<file path="src/rtl/core_ctrl_pkg.sv">
// Shared types and defaults for the core run-control sequencer.
package core_ctrl_pkg;

  typedef enum logic [2:0] {
    CLEAR,
    SETTLE,
    RUN,
    HALT,
    STEP
  } run_state_t;

  localparam int CLEAR_CYCLES_DEF = 4;
  localparam int WDOG_CYCLES_DEF  = 1024;

  function automatic int max_int(input int a, input int b);
    return (a > b) ? a : b;
  endfunction

endpackage

</file>
<file path="src/rtl/hold_counter.sv">
// Up-counter with synchronous clear, count enable and terminal-count compare.
module hold_counter
  import core_ctrl_pkg::*;
#(
  parameter int WIDTH = 4
) (
  input  logic             clk,
  input  logic             rst,
  input  logic             clr,
  input  logic             en,
  input  logic [WIDTH-1:0] terminal,
  output logic             tc
);

  logic [WIDTH-1:0] count;

  // NOTE: sequential state always uses non-blocking assignments so every flop
  // samples the pre-edge values regardless of process evaluation order.
  always_ff @(posedge clk or negedge rst) begin
    if (!rst) begin
      count <= '0;
    end else if (clr) begin
      count <= '0;
    end else if (en) begin
      count <= count + WIDTH'(1);
    end
  end

  assign tc = (count == terminal);

endmodule

</file>
<file path="src/rtl/core_run_controller.sv">
// Run-control sequencer: reset hold, settle, run, halt and single-step.
// Optional watchdog (heartbeat/wdog_trip ports) enabled by `define CORE_WDOG_EN.
module core_run_controller
  import core_ctrl_pkg::*;
#(
  parameter int CLEAR_CYCLES = CLEAR_CYCLES_DEF,
  parameter bit BOOT_HALT    = 1'b0,
  parameter int WDOG_CYCLES  = WDOG_CYCLES_DEF
) (
  input  logic clk,
  input  logic rst,
`ifdef CORE_WDOG_EN
  input  logic heartbeat,
  output logic wdog_trip,
`endif
  input  logic soft_rst_req,
  input  logic halt_req,
  input  logic resume_req,
  input  logic step_req,
  output logic enable,
  output logic clear_pc,
  output logic halted,
  output logic step_done
);

  localparam int CNT_W = $clog2(max_int(CLEAR_CYCLES, WDOG_CYCLES) + 1);
  localparam logic [CNT_W-1:0] CLEAR_LAST = CNT_W'(CLEAR_CYCLES - 1);

  run_state_t state, next_state;
  logic       clear_tc;
  logic       wdog_fire;

  // Counts only while in CLEAR; zeroed on leaving CLEAR so every entry starts fresh.
  hold_counter #(.WIDTH(CNT_W)) u_clear_hold (
    .clk      (clk),
    .rst      (rst),
    .clr      (soft_rst_req || (next_state != CLEAR)),
    .en       (state == CLEAR),
    .terminal (CLEAR_LAST),
    .tc       (clear_tc)
  );

`ifdef CORE_WDOG_EN
  localparam logic [CNT_W-1:0] WDOG_LAST = CNT_W'(WDOG_CYCLES - 1);
  logic wdog_tc;

  hold_counter #(.WIDTH(CNT_W)) u_wdog (
    .clk      (clk),
    .rst      (rst),
    .clr      (heartbeat || (next_state != RUN)),
    .en       (state == RUN),
    .terminal (WDOG_LAST),
    .tc       (wdog_tc)
  );

  assign wdog_fire = (state == RUN) && wdog_tc && !heartbeat;
`else
  assign wdog_fire = 1'b0;
`endif

  // NOTE: next_state gets its default before the case so no path leaves it
  // unassigned, which would otherwise infer a latch.
  always_comb begin
    next_state = state;
    case (state)
      CLEAR:   if (clear_tc) next_state = SETTLE;
      SETTLE:  next_state = BOOT_HALT ? HALT : RUN;
      RUN: begin
        if (wdog_fire)     next_state = CLEAR;
        else if (halt_req) next_state = HALT;
      end
      HALT: begin
        // halt_req outranks resume/step, so it pins the block in HALT.
        if (halt_req)        next_state = HALT;
        else if (resume_req) next_state = RUN;
        else if (step_req)   next_state = STEP;
      end
      STEP:    next_state = HALT;
      default: next_state = CLEAR;
    endcase
    if (soft_rst_req) next_state = CLEAR;
  end

  // Outputs are decoded from next_state so they are flops aligned with the state.
  always_ff @(posedge clk or negedge rst) begin
    if (!rst) begin
      state     <= CLEAR;
      enable    <= 1'b0;
      clear_pc  <= 1'b1;
      halted    <= 1'b0;
      step_done <= 1'b0;
`ifdef CORE_WDOG_EN
      wdog_trip <= 1'b0;
`endif
    end else begin
      state     <= next_state;
      enable    <= (next_state == RUN) || (next_state == STEP);
      clear_pc  <= (next_state == CLEAR);
      halted    <= (next_state == HALT);
      step_done <= (state == STEP) && (next_state == HALT);
`ifdef CORE_WDOG_EN
      wdog_trip <= wdog_fire && !soft_rst_req;
`endif
    end
  end

endmodule
</file>
<file path="config.mk">
export PLATFORM = sky130hd
export DESIGN_NAME = core_run_controller
export DESIGN_NICKNAME = d
export VERILOG_FILES = /design/src/rtl/core_ctrl_pkg.sv /design/src/rtl/hold_counter.sv /design/src/rtl/core_run_controller.sv
export SDC_FILE = /design/constraint.sdc
export NUM_CORES = 1
export LEC_CHECK = 0
export BUFFER_PORTS_ARGS = -buffer_cell sky130_fd_sc_hd__buf_2
export CORE_AREA = 4 4 44 46
export CTS_CLUSTER_SIZE = 8
export DETAILED_ROUTE_END_ITERATION = 8
export DIE_AREA = 0 0 48 50
export GPL_ROUTABILITY_DRIVEN = 0
export PLACE_DENSITY_LB_ADDON = 0.05
export SLEW_MARGIN = 40
export SYNTH_ARGS = -nofsm -noshare
export SYNTH_HDL_FRONTEND = slang
export SYNTH_SLANG_ARGS = --single-unit
export TNS_END_PERCENT = 50
</file>
<file path="constraint.sdc">
create_clock -name clk -period 3.5 [get_ports clk]
set_clock_uncertainty 0.1 [all_clocks]
set_input_delay 0.175 -clock clk [delete_from_list [all_inputs] [get_ports clk]]
set_output_delay 0.175 -clock clk [all_outputs]
set_load 0.01 [all_outputs]
</file>
==> flow_summary.toml <==
[outcome]
status = "completed"

[routing]
drc = 0
ant_nets = 0
firstDrtPassIters = 4
route.detailed.wl_per_inst_microns = 13.4
vias_per_cell = 5.77
vias = 658
drtIter0Drc = 12
finalWirelength_microns = 1530

[die]
ios = 10
die_area_sq_um = 2400
fp-row-count = 14
die_width_microns = 48
start_util = 0.578
coreArea_sq_um = 1510
die_h_microns = 50

[layout]
num-fill-cells = 118
final_cell_mix = "nor2_1, dfrtp_1, buf_2"
drive_above_1_share = 0.184
antenna_cells = 0
num-nets-final = 106
area_delta_synth_final_pct = 11.1

[sta]
fin_crit_ps = 1980
finalSetupTns_ps = 0
rsz0062_at_grt = "no"
worstMarginPinSlew_ps = 702
hold_ws_ps = 92.0
min_period_over_period = 0.565
setup_ws_ps = 1520
maxSlewViolCount = 0
relSlewSlack = 0.528
max_freq_mhz = 505
setup-violations-final = 0
hold_violations = 0

[worst_setup_path]
required_ps = 3630
critPathCapture = "u_clear_hold.count[9]"
crit_path_cell_trace = "nor3_1 > or3_1 > nand3b_1 > nor2_1"
r2r_end = "u_clear_hold.count[9]"
r2r_cells = 4
startpoint = "state[2]"
crit_arrival_ps = 2110
rrSetupSlack_ps = 1520
slowest_stage = "nor3_1"
cp-end-kind = "flop"
crit_fanout = 11
critical_path_class = "flop to flop"
cp-start-kind = "flop"
critical-path-max-stage-delay_ps = 610
worstReg2RegStart = "state[2]"

[clock_network]
post-cts-setup-buffers = 0
clk_pin_slew_worst_paths_ps = 100
clk_latency_ps = 300
cts_tree = "yes"
cts_buffer_depth = 2
cts_max_level = 1
cts_sinks = 18
cts-root-buf = "clkbuf_4"
cts_buffers = 3

[power_and_ir_drop]
power.density_nw_per_um2 = 467
power_leakage_nw = 0.410
max-vdd-ir-drop_v = 0.000245

[logic_synthesis]
yosysWarningCount = 0
syn-mean-instance-area_sq_um = 10.2
ys_seq_area_frac = 0.519
syn_inst = 85
ys_seq_elements = 18
syn_nets = 92
synth_area_sq_um = 871
ys_types = 27

[global_routing]
overflow = 0
grtUsageTotal = 0.161
antenna_found_initial = 0
grt_first_pass_wirelength_microns = 2730
grt_max_degree = 19
grt_pass1_vias = 636

[flow_run]
cap_violations = 0

[place]
place_ws_ps = 1530
port_buffers = 9
dp_hpwl_microns = 1090

[worst_hold_path]
hold_class = "primary input to flop"
holdPathStages = 4
min_from = "halt_req"
[repair_timing]
action / 4_1_cts / 5_1_grt
endpoints found under the hold margin: 20 / 0
resized for setup: 0 / 0
hold buffers: 2 / 0
[final cells by class]
cell class / count / area [sq um] / area share
inverter: 3 / 11.3 / 0.0116
clock buffer: 4 / 26.3 / 0.0272
sequential: 18 / 452 / 0.467
multi-input combinational: 62 / 393 / 0.406
timing repair buffer: 11 / 65.1 / 0.0673
tap: 16 / 20.0 / 0.0207
[power breakdown]
part | total, W | switching, W | internal, W | leakage [nW]
sequential | 0.000248 | 0.0000180 | 0.000230 | 0.246
clock | 0.000107 | 0.0000623 | 0.0000445 | 0.0150
combinational | 0.0000967 | 0.0000576 | 0.0000392 | 0.150
[critical path: cells and delay by family (launching register included)]
kind / cells / cell delay [ps]
flip-flops: 1 / 440
AND/OR/NAND/NOR: 4 / 1370
[layer usage]
layer | part of all wire | track usage | vias up | routed length (microns)
li1 | - | - | 321 | -
met1 | 0.47 | 0.222 | 307 | 712
met2 | 0.43 | 0.225 | 25 | 662
met3 | 0.070 | 0.0327 | 5 | 107
met4 | 0.029 | 0.0942 | 0 | 45
met5 | 0 | 0 | - | 0
[cells in the mapped netlist]
cell	n	area, sq um
nand3_1	3	15.0
nor3b_1	1	7.51
or3_4	1	11.3
buf_6	1	11.3
nor2_1	17	63.8
nor4_1	2	12.5
xor2_1	3	26.3
nor2_2	1	6.26
a31oi_1	2	12.5
ha_1	1	12.5
mux2i_1	1	10.0
o211ai_1	1	7.51
nor3_1	4	20.0
nor4_2	2	25.0
inv_1	3	11.3
nor4b_1	1	8.76
clkbuf_1	1	3.75
or3_1	1	6.26
nand4_1	4	25.0
nor4bb_1	1	10.0
xnor2_1	7	61.3
nand2_1	6	22.5
dfstp_2	1	26.3
o21a_1	1	7.51
or4b_4	1	13.8
nand3b_1	1	7.51
dfrtp_1	17	425
[registers in the layout, summed over array words and instances, names as in the netlist]
| signal | flops |
|---|---|
| clear_pc | 1 |
| u_clear_hold.count | 11 |
| state | 3 |
| step_done | 1 |
| enable | 1 |
| halted | 1 |
[how the worst min path moves through the flow]
stage / to
floorplan: enable
finish: state[2]
CTS: state[2]
global placement: halted
detailed placement: enable
global route: state[2]
[per-stage QoR]
| step | total power [W] | std cells | utilization | cell area (sq um) |
|---|---|---|---|---|
| 2_1_floorplan | 0.000324 | 85 | - | 871 |
| 5_1_grt | 0.000485 | 114 | 0.642 | 967 |
| 4_1_cts | 0.000456 | 114 | 0.642 | 967 |
| 3_3_place_gp | 0.000345 | 108 | 0.611 | 921 |
| 3_5_place_dp | 0.000346 | 108 | 0.611 | 921 |
| 6_report | 0.000451 | 114 | 0.642 | 967 |
[cells by family after synthesis]
family	share of synthesized area
flops	0.519
buf+inv	0.0302
xor+xnor	0.101
simple gates	0.293
fa+ha+maj	0.0144
compound gates	0.0316
mux	0.0115
Power figures use the tool's default switching activity.
